<file path="config.mk">
export PLATFORM = sky130hd
export DESIGN_NAME = lsu
export DESIGN_NICKNAME = d
export VERILOG_FILES = /design/src/rtl/lsu_pkg.sv /design/src/rtl/lsu_align.sv /design/src/rtl/lsu.sv
export SDC_FILE = /design/constraint.sdc
export NUM_CORES = 1
export LEC_CHECK = 0
export ABC_AREA = 1
export CAP_MARGIN = 15
export CORE_ASPECT_RATIO = 1.5
export CORE_UTILIZATION = 47
export CTS_CLUSTER_DIAMETER = 150
export DETAILED_ROUTE_END_ITERATION = 16
export GPL_TIMING_DRIVEN = 1
export HOLD_SLACK_MARGIN = 0.15
export PLACE_DENSITY = 0.81
export SLEW_MARGIN = 20
export SYNTH_ARGS = -nofsm -noshare
export SYNTH_HDL_FRONTEND = slang
export SYNTH_HIERARCHICAL = 1
export SYNTH_SLANG_ARGS = --single-unit
export TNS_END_PERCENT = 10
</file>
<file path="constraint.sdc">
create_clock -name clk -period 3.1 [get_ports clk]
set_clock_uncertainty 0.15 [all_clocks]
set_input_delay 0.62 -clock clk [delete_from_list [all_inputs] [get_ports clk]]
set_output_delay 0.62 -clock clk [all_outputs]
set_load 0.005 [all_outputs]
</file>
<file path="src/rtl/lsu_pkg.sv">
// lsu_pkg: shared definitions for the load/store unit.
//   - RV32I load/store funct3 constants
//   - access size encoding (size_e) and FSM state encoding (state_e)
//   - size_of(): funct3 -> access size
// Optional feature macro: LSU_MISALIGN_TRAP_EN (used in lsu_align).
package lsu_pkg;

    localparam logic [2:0] FUNCT3_LB  = 3'b000;
    localparam logic [2:0] FUNCT3_LH  = 3'b001;
    localparam logic [2:0] FUNCT3_LW  = 3'b010;
    localparam logic [2:0] FUNCT3_LBU = 3'b100;
    localparam logic [2:0] FUNCT3_LHU = 3'b101;
    localparam logic [2:0] FUNCT3_SB  = 3'b000;
    localparam logic [2:0] FUNCT3_SH  = 3'b001;
    localparam logic [2:0] FUNCT3_SW  = 3'b010;

    typedef enum logic [1:0] {
        BYTE = 2'b00,
        HALF = 2'b01,
        WORD = 2'b10
    } size_e;

    typedef enum logic [1:0] {
        IDLE   = 2'b00,
        ACCESS = 2'b01,
        RESP   = 2'b10
    } state_e;

    // funct3[1:0] = 11 has no RV32I meaning; it is treated as a word access.
    function automatic size_e size_of(input logic [2:0] funct3);
        case (funct3[1:0])
            2'b00:   size_of = BYTE;
            2'b01:   size_of = HALF;
            default: size_of = WORD;
        endcase
    endfunction

endpackage

</file>
<file path="src/rtl/lsu_align.sv">
// lsu_align: purely combinational lane logic for the LSU.
//   funct3_i   : RV32I funct3 (size in [1:0], unsigned-load flag in [2])
//   addr_lo_i  : byte offset within the word
//   wdata_i    : right-justified store data
//   rdata_i    : raw word from dmem
//   mask_o     : dmem byte enables
//   wdata_o    : store data replicated across lanes
//   misaligned_o : misaligned flag (only with LSU_MISALIGN_TRAP_EN, else 0)
//   rdata_o    : extracted and sign/zero-extended load data
// Optional feature macro: LSU_MISALIGN_TRAP_EN.
module lsu_align
    import lsu_pkg::*;
(
    input  logic [2:0]  funct3_i,
    input  logic [1:0]  addr_lo_i,
    input  logic [31:0] wdata_i,
    input  logic [31:0] rdata_i,
    output logic [3:0]  mask_o,
    output logic [31:0] wdata_o,
    output logic        misaligned_o,
    output logic [31:0] rdata_o
);

    size_e       size;
    logic [1:0]  off;
    logic [31:0] shifted;
    logic        sext;

    // The effective offset drops the low address bits a half/word cannot use,
    // so an undetected misaligned access behaves as the aligned one below it.
    always_comb begin
        size    = size_of(funct3_i);
        off     = 2'b00;
        mask_o  = 4'b1111;
        wdata_o = wdata_i;
        case (size)
            BYTE: begin
                off     = addr_lo_i;
                mask_o  = 4'b0001 << addr_lo_i;
                wdata_o = {4{wdata_i[7:0]}};
            end
            HALF: begin
                off     = {addr_lo_i[1], 1'b0};
                mask_o  = 4'b0011 << {addr_lo_i[1], 1'b0};
                wdata_o = {2{wdata_i[15:0]}};
            end
            default: begin
                off     = 2'b00;
                mask_o  = 4'b1111;
                wdata_o = wdata_i;
            end
        endcase
    end

    always_comb begin
        shifted = rdata_i >> {off, 3'b000};
        sext    = ~funct3_i[2];
        case (size)
            BYTE:    rdata_o = {{24{sext & shifted[7]}}, shifted[7:0]};
            HALF:    rdata_o = {{16{sext & shifted[15]}}, shifted[15:0]};
            default: rdata_o = shifted;
        endcase
    end

`ifdef LSU_MISALIGN_TRAP_EN
    always_comb begin
        case (size)
            HALF:    misaligned_o = addr_lo_i[0];
            WORD:    misaligned_o = |addr_lo_i;
            default: misaligned_o = 1'b0;
        endcase
    end
`else
    assign misaligned_o = 1'b0;
`endif

endmodule

</file>
<file path="src/rtl/lsu.sv">
// lsu: load/store unit between the MEM stage and dmem. One access in flight.
//   clk, rst_n (async, active low)
//   ip_req_valid/op_req_ready, ip_req_is_store, ip_req_funct3, ip_req_addr,
//   ip_req_wdata : request from the pipeline
//   op_resp_valid/ip_resp_ready, op_resp_rdata, op_resp_misaligned : response
//   op_data_addr, op_data_wr, op_data_rd, op_data_mask, op_data_from_proc :
//   dmem request; ip_data_valid, ip_data_from_dmem : dmem read return
// Optional feature macro: LSU_MISALIGN_TRAP_EN (misaligned requests skip
// dmem and respond with op_resp_misaligned=1).
module lsu
    import lsu_pkg::*;
#(
    parameter int unsigned ADDR_W = 32
) (
    input  logic              clk,
    input  logic              rst_n,
    input  logic              ip_req_valid,
    output logic              op_req_ready,
    input  logic              ip_req_is_store,
    input  logic [2:0]        ip_req_funct3,
    input  logic [ADDR_W-1:0] ip_req_addr,
    input  logic [31:0]       ip_req_wdata,
    output logic              op_resp_valid,
    input  logic              ip_resp_ready,
    output logic [31:0]       op_resp_rdata,
    output logic              op_resp_misaligned,
    output logic [ADDR_W-1:0] op_data_addr,
    output logic              op_data_wr,
    output logic [3:0]        op_data_mask,
    output logic [31:0]       op_data_from_proc,
    output logic              op_data_rd,
    input  logic              ip_data_valid,
    input  logic [31:0]       ip_data_from_dmem
);

    state_e            state_q, state_d;
    logic              is_store_q;
    logic [2:0]        funct3_q;
    logic [ADDR_W-1:0] addr_q;
    logic [31:0]       wdata_q;
    logic [31:0]       resp_rdata_q, resp_rdata_d;
    logic              resp_mis_q, resp_mis_d;
    logic              accept;

    logic [2:0]        al_funct3;
    logic [1:0]        al_addr_lo;
    logic [31:0]       al_wdata;
    logic [3:0]        al_mask;
    logic [31:0]       al_store_data;
    logic              al_mis;
    logic [31:0]       al_load_data;

    assign accept = ip_req_valid && (state_q == IDLE);

    // One aligner serves both phases: in IDLE it looks at the incoming
    // request (for the accept-time misalignment decision), afterwards at the
    // registered request that drives dmem.
    assign al_funct3  = (state_q == IDLE) ? ip_req_funct3    : funct3_q;
    assign al_addr_lo = (state_q == IDLE) ? ip_req_addr[1:0] : addr_q[1:0];
    assign al_wdata   = (state_q == IDLE) ? ip_req_wdata     : wdata_q;

    lsu_align u_align (
        .funct3_i     (al_funct3),
        .addr_lo_i    (al_addr_lo),
        .wdata_i      (al_wdata),
        .rdata_i      (ip_data_from_dmem),
        .mask_o       (al_mask),
        .wdata_o      (al_store_data),
        .misaligned_o (al_mis),
        .rdata_o      (al_load_data)
    );

    always_ff @(posedge clk or negedge rst_n) begin
        if (!rst_n) begin
            state_q      <= IDLE;
            is_store_q   <= 1'b0;
            funct3_q     <= '0;
            addr_q       <= '0;
            wdata_q      <= '0;
            resp_rdata_q <= '0;
            resp_mis_q   <= 1'b0;
        end else begin
            state_q      <= state_d;
            resp_rdata_q <= resp_rdata_d;
            resp_mis_q   <= resp_mis_d;
            if (accept) begin
                is_store_q <= ip_req_is_store;
                funct3_q   <= ip_req_funct3;
                addr_q     <= ip_req_addr;
                wdata_q    <= ip_req_wdata;
            end
        end
    end

    always_comb begin
        state_d           = state_q;
        resp_rdata_d      = resp_rdata_q;
        resp_mis_d        = resp_mis_q;
        op_req_ready      = 1'b0;
        op_resp_valid     = 1'b0;
        op_data_wr        = 1'b0;
        op_data_rd        = 1'b0;
        op_data_mask      = '0;
        op_data_from_proc = '0;
        case (state_q)
            IDLE: begin
                op_req_ready = 1'b1;
                if (ip_req_valid) begin
                    // al_mis is constant 0 unless the trap feature is built in.
                    if (al_mis) begin
                        state_d      = RESP;
                        resp_rdata_d = '0;
                        resp_mis_d   = 1'b1;
                    end else begin
                        state_d = ACCESS;
                    end
                end
            end
            ACCESS: begin
                op_data_mask = al_mask;
                if (is_store_q) begin
                    op_data_wr        = 1'b1;
                    op_data_from_proc = al_store_data;
                    state_d           = RESP;
                    resp_rdata_d      = '0;
                    resp_mis_d        = 1'b0;
                end else begin
                    op_data_rd = 1'b1;
                    if (ip_data_valid) begin
                        state_d      = RESP;
                        resp_rdata_d = al_load_data;
                        resp_mis_d   = 1'b0;
                    end
                end
            end
            RESP: begin
                op_resp_valid = 1'b1;
                if (ip_resp_ready) begin
                    state_d = IDLE;
                end
            end
            default: state_d = IDLE;
        endcase
    end

    assign op_data_addr       = {addr_q[ADDR_W-1:2], 2'b00};
    assign op_resp_rdata      = resp_rdata_q;
    assign op_resp_misaligned = resp_mis_q;

endmodule

</file>
### Yosys cells after proc, flatten, opt, wreduce, memory -nomap -nowiden

Cells that the tools add are included.

| storage, ports and cells | value |
|---|---|
| register bits after elaboration | 103 |
| input port bits | 105 |
| output and inout port bits | 105 |
| word-level logic and storage cells | 53 |

| cells by class | value |
|---|---|
| equality and inequality tests | 7 |
| shift-type cells | 3 |
| multiplexer cells | 26 |
| bitwise gates (word level) | 3 |
| reductions and logical operators | 7 |

Operators with widths:

| operator | number |
|---|---|
| 32-bit 2-to-1 mux | 5 |
| 32-bit one-hot mux with 2 select lines | 2 |
| 32-bit by 5-bit right shift with 32-bit output | 1 |
| 2-bit 2-to-1 mux | 5 |
| 1-bit 2-to-1 mux | 8 |
| 2-bit one-hot mux with 2 select lines | 2 |
| 4-bit one-hot mux with 2 select lines | 1 |
| 2-bit by 1-bit equality test with 1-bit output (second input constant) | 3 |
| 2-bit logical NOT | 3 |
| 2-bit one-hot mux with 3 select lines | 1 |
| 4-bit 2-to-1 mux | 1 |
| 2-bit != test (second input constant) | 2 |
| 1-bit by 2-bit << shifter with 4-bit output (first input constant) | 1 |
| 2-bit by 2-bit << shifter with 4-bit output (first input constant) | 1 |
| 3-bit 2-to-1 mux | 1 |
| 3-bit != test (second input constant) | 1 |
| 3-bit AND reduction | 1 |
| 1-bit bitwise AND | 2 |
| 2-bit equality test (second input constant) | 1 |
| 2-bit AND reduction | 1 |
| 2-bit nonzero test | 1 |
| 1-bit logical AND | 1 |
| 1-bit inverter | 1 |

### Logic depth before layout (Yosys ltp)

| depth | value |
|---|---|
| depth after elaboration | 11 |
| mapped depth | 20 |
| mapped depth without buffers | 16 |

### By module

Netlist, hierarchy kept.

By module, submodules not included:

| module | times used | cells an instance | area each (µm²) | seq. area each (µm²) |
|---|---|---|---|---|
| lsu | 1 | 723 | 5335.1 | 2577.5 |
| lsu_align | 1 | 261 | 1270.0 | 0.0 |

### Least setup slack after synthesis

OpenSTA, ideal clock, no wires.

| timing path | value |
|---|---|
| kind | register to output |
| start point | reg state_q[1] |
| end point | out op_data_from_proc[10] |
| data arrival time | 2.123 ns |
| required time | 2.330 ns |
| setup slack | 0.207 ns |
| stages on the path, launching flop included | 12 |
| buffers on the path | 2 |
| cell sequence | dfrtp_1 -> inv_2 -> nand2_1 -> clkbuf_1 -> o21ai_0 -> inv_1 -> nand2_1 -> clkbuf_1 -> nand2_1 -> nand2_1 -> nand2_1 -> nor2_1 |

| on the way | value |
|---|---|
| longest elaborated chain between the ends | 8 |
| elaborated cells on any way between the ends | 12 |
| those cells by class | eq/ne: 3; mux: 6; reduce/logical: 3 |

Ends and longest elaborated chain:

| item | line | text |
|---|---|---|
| start: declaration | lsu.sv:36 | `state_e state_q, state_d;` |
| start signal: assignment | lsu.sv:83 | `state_q <= state_d;` |
| 2-bit logical NOT * | lsu.sv:58 | `assign al_funct3 = (state_q == IDLE) ? ip_req_funct3 : funct3_q;` |
| 3-bit 2-to-1 mux * | lsu.sv:58 |  |
| named net al_funct3[0] | lsu.sv:45 | `logic [2:0] al_funct3;` |
| 2-bit by 1-bit equality test with 1-bit output or 2-bit logical NOT (tied branches) | lsu_pkg.sv:31 | `case (funct3[1:0])` |
| 2-bit one-hot mux with 2 select lines * | lsu_pkg.sv:31 |  |
| 2-bit by 1-bit equality test with 1-bit output or 2-bit logical NOT (tied branches) | lsu_align.sv:36 | `case (size)` |
| 32-bit one-hot mux with 2 select lines * | lsu_align.sv:36 |  |
| named net al_store_data[10] | lsu.sv:49 | `logic [31:0] al_store_data;` |
| 32-bit 2-to-1 mux * | lsu.sv:121 | `if (is_store_q) begin` |
| 32-bit 2-to-1 mux * | lsu.sv:105 | `case (state_q)` |
| end: declaration | lsu.sv:30 | `output logic [31:0] op_data_from_proc,` |

Mark *: on every way through the listed nets, which the timed path passes. The rest lies on a longest branch.

### Final worst setup path

| timing path | value |
|---|---|
| start point | in ip_req_funct3[0] |
| end point | out op_data_from_proc[31] |

| on the way | value |
|---|---|
| longest elaborated chain between the ends | 7 |
| elaborated cells on any way between the ends | 9 |
| those cells by class | eq/ne: 2; mux: 5; reduce/logical: 2 |

Ends and longest elaborated chain:

| item | line | text |
|---|---|---|
| start: declaration | lsu.sv:20 | `input logic [2:0] ip_req_funct3,` |
| 3-bit 2-to-1 mux * | lsu.sv:58 |  |
| named net al_funct3[0] | lsu.sv:45 |  |
| 2-bit by 1-bit equality test with 1-bit output or 2-bit logical NOT (tied branches) | lsu_pkg.sv:31 |  |
| 2-bit one-hot mux with 2 select lines * | lsu_pkg.sv:31 |  |
| 2-bit by 1-bit equality test with 1-bit output or 2-bit logical NOT (tied branches) | lsu_align.sv:36 |  |
| 32-bit one-hot mux with 2 select lines * | lsu_align.sv:36 |  |
| named net al_store_data[31] | lsu.sv:49 |  |
| 32-bit 2-to-1 mux * | lsu.sv:121 |  |
| 32-bit 2-to-1 mux * | lsu.sv:105 |  |

Marked as above.

==> key figures <==
Status
  • Status: complete, no violations

Cells and area
  • Final Instance Count excl. Fillers: 1,315
  • Fin nets: 1,253
  • Fillers: 1,191
  • Layout Area Growth over Synthesis: 36.01%
  • Fraction of layout cells with a size suffix above 1: 8.594%
  • Most frequent cells in the layout: 375 x nand2_1, 175 x clkdlybuf4s50_1, 103 x dfrtp_1
  • Commonest non-fill, non-tap cell in the layout: nand2_1

Worst setup path
  • Reg2Reg Launch Point: state_q[1]
  • Crit path cell chain: clkdlybuf4s50_1 > inv_1 > o21ai_1 > buf_4 > nand2_4 > o211ai_1 > nand2_1 > nor2_1 > dlygate4sd2_1
  • CP Data Arrival Time: 2.25 ns
  • Critical path launch point: ip_req_funct3[0]
  • Peak per-stage delay on the critical path: 0.47 ns
  • Critical path startpoint category: primary input
  • Cell count of the worst reg-to-reg path: 18
  • Worst path slowest cell: clkdlybuf4s50_1
  • Critical Path Sink Type: output pin
  • R2r setup slk: 0.38 ns
  • Worst setup path class: primary input to output pin
  • CP Max Fanout: 7
  • Data required, critical path: 2.33 ns
  • Critical path endpoint: op_data_from_proc[31]
  • R2r endpoint: op_resp_rdata[2]

Placed design
  • Port Buffers: 207
  • RePlAce Congestion: 0.9171
  • Dpl cells: 1,297
  • Post-DP HPWL: 14,060 µm
  • Pre-CTS WS: -0.2727 ns

Logic synthesis
  • Synth Cell Area: 6605 µm²
  • Synth warn: 6
  • Most used DFF post-synth: dfrtp_1
  • Post-Syn Area per Cell: 6.712 µm²
  • Post-synth EDFFs: 0
  • Synth Instances: 984
  • Ys async rst share: 100.0%
  • Cell taking the most area after synthesis: dfrtp_1
  • Unique masters post-synth: 28
  • Synth top area cells: dfrtp_1 39%, nand2_1 21%, o21ai_0 6.8%, nand3_1 5.3%, buf_4 5.0%
  • Post-synth top area share: 39.02%
  • Register area share after synthesis: 39.02%
  • Seq cells post-synth: 103

Floorplan
  • Die ar.: 14,540 µm²
  • Initial Util: 48.57%
  • Die H: 147.2 µm
  • Die X: 98.80 µm
  • Core box area: 13,600 µm²
  • Boundary Pins: 210
  • Row cnt: 52

Global routing
  • First-pass GRT wire length: 30,480 µm
  • Largest net degree at the start of global routing: 104
  • Initial antenna violation count: 1
  • Total Routing Usage GR: 26.44%
  • Grt total ovfl: 0
  • Vias in the first global route: 6,314

Clock tree
  • Clk slew on worst S/H paths: 0.08 ns
  • Worst-Skew Late Latency: 0.34 ns
  • CTS tree: built
  • Clk sinks: 103
  • H-tree levels: 3
  • Root buf cell: clkbuf_16
  • Max clock buf depth: 2
  • TritonCTS buffer count: 9
  • CTS Hold Bufs: 0

STA
  • Final Cycle Share: 97.27%
  • RSZ-0062 raised after global routing: yes
  • Peak Freq: 331.6 MHz
  • Fin. Hold Viols: 0
  • Final setup viols: 0
  • Tightest Pin Transition: 0.7708 ns
  • Final TNS setup: 0 ns
  • Period minus WS final: 3.015 ns
  • Final Max Slew Viols: 0
  • Final worst slack: 0.08458 ns
  • Fin Hold WS: 0.1574 ns
  • Slew HR: 48.43%

Route
  • Initial DRC Count: 319
  • Vias per inst: 5.189
  • Routed Antenna Nets: 0
  • Vias: 6,824
  • DRC viols: 0
  • Wirelength, routed: 19,100 µm
  • Routed len/inst: 14.53 µm
  • Initial DRT Pass Iterations: 5

Min path
  • HP Class: primary input to async pin

Power and ir drop
  • Total power: 8.659 mW
  • Pwr Density: 963.8 nW/µm²
  • LEAKAGE: 4.647 nW
  • Peak VDD IR: 0.5043 mV

Flow run
  • Max-cap viol count: 0
-- cells by family after synthesis --
kind of cell           share of synthesized area [%]
other                                         0.1137
buffers and inverters                          14.45
DFF                                            39.02
and+or+nand+nor                                37.11
AOI/OAI and AO/OA                              9.301
-- how the worst min path moves through the flow --
stage	from	endpoint	slack [ns]	cells past startpoint
final	rst_n	addr_q[10]	0.16	2
after global routing	rst_n	addr_q[10]	0.22	2
after CTS	rst_n	addr_q[10]	0.21	2
after detailed placement	addr_q[8]	addr_q[8]	0.31	2
after global placement	addr_q[19]	addr_q[19]	0.30	2
after floorplan	rst_n	addr_q[0]	0.17	0
-- per-stage QoR --
stage	utilization, %	area, µm²
finish	66.07	8984
floorplan	-	6609
CTS	65.97	8971
detailed placement	64.02	8706
global route	66.07	8984
global placement	64.02	8706
-- layer usage --
layer  up-vias  wire length (µm)  GRT usage (%)  part of all wire, %
met5         -                 0              0                    0
met4         0               962          15.75                  5.0
met3        67              1001          3.378                  5.2
met2       286              9917          46.40                   52
met1      3071              7223          30.52                   38
li1       3400                 -              -                    -
-- worst max-delay path, delay by kind of cell --
kind / cells / cell delay (ns)
buffers and inverters: 4 / 0.96
AO/OA/AOI/OAI: 2 / 0.39
AND/OR/NAND/NOR: 3 / 0.28
-- synth_stat cells, types with 2 or more instances --
master,number
a21oi_1,3
buf_2,27
buf_4,44
buf_6,10
clkbuf_1,28
conb_1,2
dfrtp_1,103
inv_1,65
inv_2,4
nand2_1,377
nand2_2,6
nand3_1,70
nand3_2,3
nand4_1,33
nor2_1,87
nor2_4,2
o211ai_1,12
o21ai_0,90
o21ai_1,3
o22ai_1,7
-- timing repair --
action	in CTS	in global routing
endpoints found under the setup margin	31	17
gates resized for setup	33	22
pin swaps	1	2
buffers inserted	0	2
-- flip-flops by register name, summed over array words and instances, names as in the netlist --
| register | cells |
|---|---|
| state_q | 2 |
| op_resp_misaligned | 1 |
| is_store_q | 1 |
| wdata_q | 32 |
| funct3_q | 3 |
| addr_q | 32 |
| op_resp_rdata | 32 |
-- layout make-up --
| cell class | count | area (µm²) | share of cell area (%) |
|---|---|---|---|
| Clock buffer | 9 | 225.2 | 2.507 |
| Antenna cell | 1 | 2.502 | 0.02786 |
| Multi-Input combinational cell | 701 | 3109 | 34.61 |
| Timing Repair Buffer | 263 | 2549 | 28.37 |
| Clock inverter | 6 | 55.05 | 0.6128 |
| Sequential cell | 103 | 2577 | 28.69 |
| Tap cell | 162 | 202.7 | 2.256 |
| Inverter | 70 | 262.8 | 2.925 |
-- where the power goes --
part	total [mW]	leakage, nW	internal, mW	switching (mW)
Sequential	2.11	1.32	1.85	0.258
Combinational	5.46	3.19	2.35	3.12
Clock	1.09	0.132	0.555	0.532
Total	8.66	4.65	4.75	3.91
Note: power is estimated with default switching activity, not from simulation.
